===== src/rtl/usr_pkg.sv =====
// Shared mode codes, FSM states and mode classification for the burst shifter.
// Pure declarations; no timing or flow-control behaviour of its own.
package usr_pkg;

  localparam logic [2:0] MODE_HOLD = 3'b000;
  localparam logic [2:0] MODE_SHR  = 3'b001;
  localparam logic [2:0] MODE_SHL  = 3'b010;
  localparam logic [2:0] MODE_LOAD = 3'b011;
  localparam logic [2:0] MODE_ROR  = 3'b100;
  localparam logic [2:0] MODE_ROL  = 3'b101;
  localparam logic [2:0] MODE_ASR  = 3'b110;
  localparam logic [2:0] MODE_RSVD = 3'b111;

  typedef enum logic {
    ST_IDLE  = 1'b0,
    ST_SHIFT = 1'b1
  } state_t;

  // Modes that run as a counted burst; LOAD, HOLD and reserved finish in one edge.
  function automatic logic is_step_mode(input logic [2:0] m);
    return (m == MODE_SHR) || (m == MODE_SHL) || (m == MODE_ROR) ||
           (m == MODE_ROL) || (m == MODE_ASR);
  endfunction

endpackage


===== src/rtl/universal_sr_step.sv =====
// Single-step shifter: computes one shift/rotate/load result from the current value.
// Purely combinational, zero latency; no flow control.
module universal_sr_step #(
  parameter int WIDTH = 8
) (
  input  logic [WIDTH-1:0] Q,
  input  logic [2:0]       mode,
  input  logic [WIDTH-1:0] M,
  input  logic             sin_l,
  input  logic             sin_r,
  output logic [WIDTH-1:0] next_Q
);
  import usr_pkg::*;

  always_comb begin
    next_Q = Q;
    case (mode)
      MODE_SHR:  next_Q = {sin_l, Q[WIDTH-1:1]};
      MODE_SHL:  next_Q = {Q[WIDTH-2:0], sin_r};
      MODE_LOAD: next_Q = M;
      MODE_ROR:  next_Q = {Q[0], Q[WIDTH-1:1]};
      MODE_ROL:  next_Q = {Q[WIDTH-2:0], Q[WIDTH-1]};
      MODE_ASR:  next_Q = {Q[WIDTH-1], Q[WIDTH-1:1]};
      default:   next_Q = Q;
    endcase
  end

endmodule


===== src/rtl/universal_sr_burst.sv =====
// Universal shift register with a counted burst sequencer; one step per enabled cycle.
// Single-edge commands finish next edge; N-step bursts take N enabled cycles, en=0 stalls.
module universal_sr_burst #(
  parameter int WIDTH = 8,
  parameter int CNT_W = $clog2(WIDTH) + 1
) (
  input  logic             clk,
  input  logic             clr,
  input  logic             en,
  input  logic             start,
  input  logic [2:0]       mode,
  input  logic [WIDTH-1:0] M,
  input  logic [CNT_W-1:0] cnt,
  input  logic             sin_l,
  input  logic             sin_r,
  output logic [WIDTH-1:0] Q,
  output logic             sout_l,
  output logic             sout_r,
  output logic             busy,
  output logic             done
);
  import usr_pkg::*;

  state_t           r_state, w_state_nxt;
  logic [2:0]       r_mode, w_mode_nxt, w_step_mode;
  logic [CNT_W-1:0] r_rem, w_rem_nxt;
  logic [WIDTH-1:0] r_q, w_q_nxt, w_step_q;
  logic             r_busy, w_busy_nxt;
  logic             r_done, w_done_nxt;

  // While bursting, the latched mode drives the shifter so live mode changes are ignored.
  assign w_step_mode = (r_state == ST_SHIFT) ? r_mode : mode;

  universal_sr_step #(.WIDTH(WIDTH)) u_step (
    .Q      (r_q),
    .mode   (w_step_mode),
    .M      (M),
    .sin_l  (sin_l),
    .sin_r  (sin_r),
    .next_Q (w_step_q)
  );

  always_comb begin
    w_state_nxt = r_state;
    w_mode_nxt  = r_mode;
    w_rem_nxt   = r_rem;
    w_q_nxt     = r_q;
    w_busy_nxt  = r_busy;
    w_done_nxt  = 1'b0;
    case (r_state)
      ST_IDLE: begin
        w_busy_nxt = 1'b0;
        if (start) begin
          if (is_step_mode(mode) && (cnt != '0)) begin
            w_mode_nxt  = mode;
            w_rem_nxt   = cnt;
            w_busy_nxt  = 1'b1;
            w_state_nxt = ST_SHIFT;
          end else begin
            if (mode == MODE_LOAD) w_q_nxt = w_step_q;
            w_done_nxt = 1'b1;
          end
        end
      end
      ST_SHIFT: begin
        w_busy_nxt = 1'b1;
        if (en) begin
          w_q_nxt   = w_step_q;
          w_rem_nxt = r_rem - CNT_W'(1);
          if (r_rem == CNT_W'(1)) begin
            w_done_nxt  = 1'b1;
            w_busy_nxt  = 1'b0;
            w_state_nxt = ST_IDLE;
          end
        end
      end
      default: begin
        w_state_nxt = ST_IDLE;
        w_busy_nxt  = 1'b0;
      end
    endcase
  end

  always_ff @(posedge clk) begin
    if (clr) begin
      r_state <= ST_IDLE;
      r_mode  <= MODE_HOLD;
      r_rem   <= '0;
      r_q     <= '0;
      r_busy  <= 1'b0;
      r_done  <= 1'b0;
    end else begin
      r_state <= w_state_nxt;
      r_mode  <= w_mode_nxt;
      r_rem   <= w_rem_nxt;
      r_q     <= w_q_nxt;
      r_busy  <= w_busy_nxt;
      r_done  <= w_done_nxt;
    end
  end

  assign Q      = r_q;
  assign sout_l = r_q[WIDTH-1];
  assign sout_r = r_q[0];
  assign busy   = r_busy;
  assign done   = r_done;

endmodule


===== config.mk =====
export PLATFORM = sky130hd
export DESIGN_NAME = universal_sr_burst
export DESIGN_NICKNAME = d
export VERILOG_FILES = /design/src/rtl/usr_pkg.sv /design/src/rtl/universal_sr_step.sv /design/src/rtl/universal_sr_burst.sv
export SDC_FILE = /design/constraint.sdc
export NUM_CORES = 1
export LEC_CHECK = 0
export CORE_ASPECT_RATIO = 0.5
export CORE_MARGIN = 4
export CORE_UTILIZATION = 50
export DETAILED_ROUTE_END_ITERATION = 16
export PLACE_DENSITY = 0.84
export SKIP_LAST_GASP = 1
export SLEW_MARGIN = 20
export SYNTH_ARGS = -nofsm -noshare
export SYNTH_HDL_FRONTEND = slang
export SYNTH_SLANG_ARGS = --single-unit

===== constraint.sdc =====
create_clock -name clk -period 2.06 [get_ports clk]
set_input_delay 0.412 -clock clk [delete_from_list [all_inputs] [get_ports clk]]
set_output_delay 0.412 -clock clk [all_outputs]
set_load 0.02 [all_outputs]

==> results.md <==
| Stage | Metric | Value |
|---|---|---|
| status | Outcome | complete, no violations |
| yosys | Warnings from Yosys | 0 |
| place | Setup Slack @ Placement | -100.6 ps |
| worst setup path | Crit. Startpoint | busy |
| timing | Setup clock skew after layout | 4.514 ps |
| worst setup path | Worst path cell trace | buf_4 > clkdlybuf4s50_1 |
| yosys | Area leader, netlist | dfxtp_1 |
| worst setup path | Slowest cell delay on critical path | 620 ps |
| detailed routing | Via count normalized by instance count | 6.393 |
| floorplan | Core outline area | 2651 um2 |
| timing | Slack of the critical path | 131.7 ps |
| floorplan | Full die area | 3791 um2 |
| timing | Final hold violation count | 0 |
| yosys | Adder-Cell Fraction of Synth Area | 1.771% |
| detailed routing | Routed via count | 1643 |
| floorplan | Die Span Y | 45.59 um |
| yosys | Number of synthesized flops with an enable pin | 0 |
| worst setup path | Critical Path Start Type | flip-flop |
| clocking | Count of hold-fix buffers inserted at cts | 0 |
| worst setup path | Max FO, Critical Path | 11 |
| yosys | Top cell type's share of synthesized area | 24.09% |
| detailed routing | Met3 Routed Length | 269 um |
| power | Share of total power in sequential cells | 36.2% |
| yosys | Flip-flop cell with the highest count after synthesis | dfxtp_1 |
| global routing | Antenna violations before repair | 0 |
| timing | Part of the cycle the worst path needs | 93.61% |
| detailed routing | Total Routed Length | 4.166 mm |
| clocking | Num Clock Sinks | 17 |
| worst setup path | Crit path kind | reg -> out |
| clocking | Clk_lat worst skew | 260 ps |
| detailed routing | 1st-iter DRT viols | 99 |
| clocking | Longest Clk Path Bufs | 2 |
| yosys | Dominant combinational cell family by area after synthesis | compound AO/OA/AOI/OAI gates |
| yosys | Simple-Gate Fraction of Synth Area | 24.45% |
| clocking | Deepest level of the CTS H-tree | 1 |
| power | Switching power of the nets | 382.1 uW |
| worst setup path | Crit path buf inv count | 2 |
| layout | Multi-input gate area in the final layout | 957.2 um2 |
| yosys | Post-synthesis register bit count | 17 |
| layout | Final design area excluding fillers | 1967 um2 |
| place | Number of buffer cells added on primary ports | 32 |
| min path | Class of the tightest hold or removal check | reg -> reg |
| power | Leakage Power | 0.6922 nW |
| clocking | Clock-pin slew on the worst setup and hold paths | 70 ps |
| place | Gpl congestion | 0.9099 |
| layout | Number of diodes | 0 |
| timing | Worst slack on hold paths | 513.6 ps |
| worst setup path | FF-to-FF Start | busy |
| yosys | Xor/xnor cell area share of the yosys netlist | 0% |
| detailed routing | Wire length the detailed router placed on met1 | 1.682 mm |
| power | Int Pwr | 708.5 uW |
| yosys | Share of the yosys chip area belonging to registers | 24.09% |
| power | Total power per unit cell area | 554.5 nW/um2 |
| power | Share of total power in combinational logic | 39.7% |
| worst setup path | Kind of end point of the critical path | output port |
| yosys | Compound-Gate Fraction of Synth Area | 30.74% |
| global routing | Wire length of the first global-routing pass | 6.920 mm |
| yosys | Synthesized netlist cell count | 170 |
| detailed routing | Residual antenna-violating net count after detailed routing | 0 |
| yosys | Synthesized netlist net count | 193 |
| timing | Endpoints failing setup | 0 |
| worst setup path | Arr. time, crit path | 1520 ps |
| yosys | Biggest area contributors in the synthesized netlist | dfxtp_1, nand4_1, o21ai_0, o211ai_1, mux2i_1 |
| global routing | Total Routing Usage GR | 22.46% |
| layout | FF/Latch Area | 344.1 um2 |
| layout | Most frequent cells in the layout | clkdlybuf4s50_1, buf_4, o21ai_0 |
| yosys | Multiplexer area fraction after synthesis | 10.81% |
| detailed routing | First drt pass iteration count | 5 |
| timing | RSZ-0062 raised after global routing | false |
| layout | Commonest non-fill, non-tap cell in the layout | clkdlybuf4s50_1 |
| worst setup path | Largest delay contributor family on the critical path | buffers and inverters |
| place | DP Wirelength | 3.139 mm |
| timing | Achievable frequency | 518.6 MHz |
| worst setup path | WP data required | 1650 ps |
| power | Switching power as a share of total power | 35.04% |
| yosys | Library cells used by synthesis | 48 |
| timing | Slew HR | 57.76% |
| floorplan | Die X-Extent | 83.17 um |
| layout | Layout cell share with drive strength beyond 1 | 22.73% |
| yosys | Proportion of register bits with asynchronous set or reset after synthesis | 0% |
| clocking | Cts bufs inserted | 3 |
| power | VDD IR max | 0.0002952 V |
| yosys | Post-synthesis cell area | 1413 um2 |
| detailed routing | DRC violations left | 0 |
| detailed routing | Amount of wire on met2 after detailed routing | 2.167 mm |
| timing | Final worst path period need | 1928 ps |
| min path | Min-delay src | r_rem[3] |
| place | Placed Area | 1917 um2 |
| power | Part of the power in the clock network | 24.1% |
| yosys | Avg Inst Size Synth | 8.309 um2 |
| detailed routing | Uppermost signal routing layer after detailed routing | met4 |
| clocking | TritonCTS clock tree | done |
| floorplan | Row count | 13 |
| global routing | Pin count of the biggest net entering global routing | 18 |
| layout | Fillcell total | 198 |
| clocking | Clock tree root buffer cell | clkbuf_8 |
| timing | Worst Tran Pin Value | 627.8 ps |
| timing | Max Transition Viols Final | 0 |
| layout | Layout-stage area growth over the synthesis result | 39.24% |
| layout | Post-layout net count | 244 |
| flow run | Number of max-cap violations | 0 |
| floorplan | Initial standard-cell utilization of the core | 53.28% |
| global routing | Global route overflow | 0 |
| detailed routing | Wirelength per Cell | 16.21 um |
| global routing | Via count of the first global-routing pass | 1544 |
| floorplan | Total I/O pin count | 33 |
| worst setup path | Slowest stage cell on the critical path | clkdlybuf4s50_1 |
state kept, by name (all words and copies together), names as in the netlist:
name,cells
busy,1
Q,8
done,1
r_rem,4
r_mode,3
worst register-to-register path, delay by kind of cell (launching register included):
kind / cells / cell delay, ps
compound gates: 2 / 440
flops: 1 / 440
mux: 2 / 780
logic make-up after synthesis:
group,Yosys count
AO/OA/AOI/OAI,60
adder cells (fa/ha/maj),2
flip-flops,17
AND/OR/NAND/NOR,57
multiplexers,13
buffers and inverters,21
timing repair:
item	CTS	global route
hold endpoints to repair	0	0
buffers inserted	0	0
endpoints found under the setup margin	1	1
gates resized for setup	1	1
per-layer routing:
metal  GRT usage [%]  up-vias
met5               0        -
met1           25.46      788
met4           4.235        0
met3           5.776        8
met2           44.43       63
li1                -      784
cell type report:
| type | instances | share of cell area [%] |
|---|---|---|
| flip-flops and latches | 17 | 17.49 |
| well taps | 37 | 2.354 |
| clock inverters | 1 | 0.2545 |
| inverters | 6 | 1.145 |
| clock buffers | 3 | 2.099 |
| multi-input cells | 132 | 48.66 |
| repair buffers | 61 | 27.99 |
cell usage after synthesis (3+ instances only):
cell	instances
mux2_2	3
inv_1	5
buf_2	5
o21a_1	3
or4_1	5
o221a_2	4
dfxtp_1	17
mux2i_1	6
nor3_1	5
nand2_1	7
nand3_1	5
a31oi_1	6
a21oi_1	4
clkbuf_1	4
o21ai_0	17
nor2_1	6
buf_4	4
o211ai_1	9
nand4_1	15
mux2_4	3
per-stage QoR:
step                setup TNS [ps]  instances  power (mW)  util, %
floorplan                        0        170      0.6412        -
global placement            -24.68        253      0.8104    72.30
detailed placement          -459.1        253      0.8281    72.30
CTS                              0        257       1.088    74.09
global route                     0        257       1.145    74.19
finish                           0        257       1.091    74.19
worst paths after layout:
path	endpoint	slack [ps]	depth (start not counted)
worst min-delay path	r_rem[3]	510	2
worst max register to register	Q[0]	290	4
worst min register to register	r_rem[3]	510	2
worst max-delay path	busy	130	2
power by group through the flow:
stage / Clock, mW / Sequential (mW) / Combinational (mW)
floorplan: 0 / 0.404 / 0.238
global placement: 0 / 0.398 / 0.413
detailed placement: 0 / 0.401 / 0.427
CTS: 0.264 / 0.394 / 0.429
global route: 0.280 / 0.399 / 0.466
finish: 0.263 / 0.395 / 0.433
(Power assumes the default switching activity.)
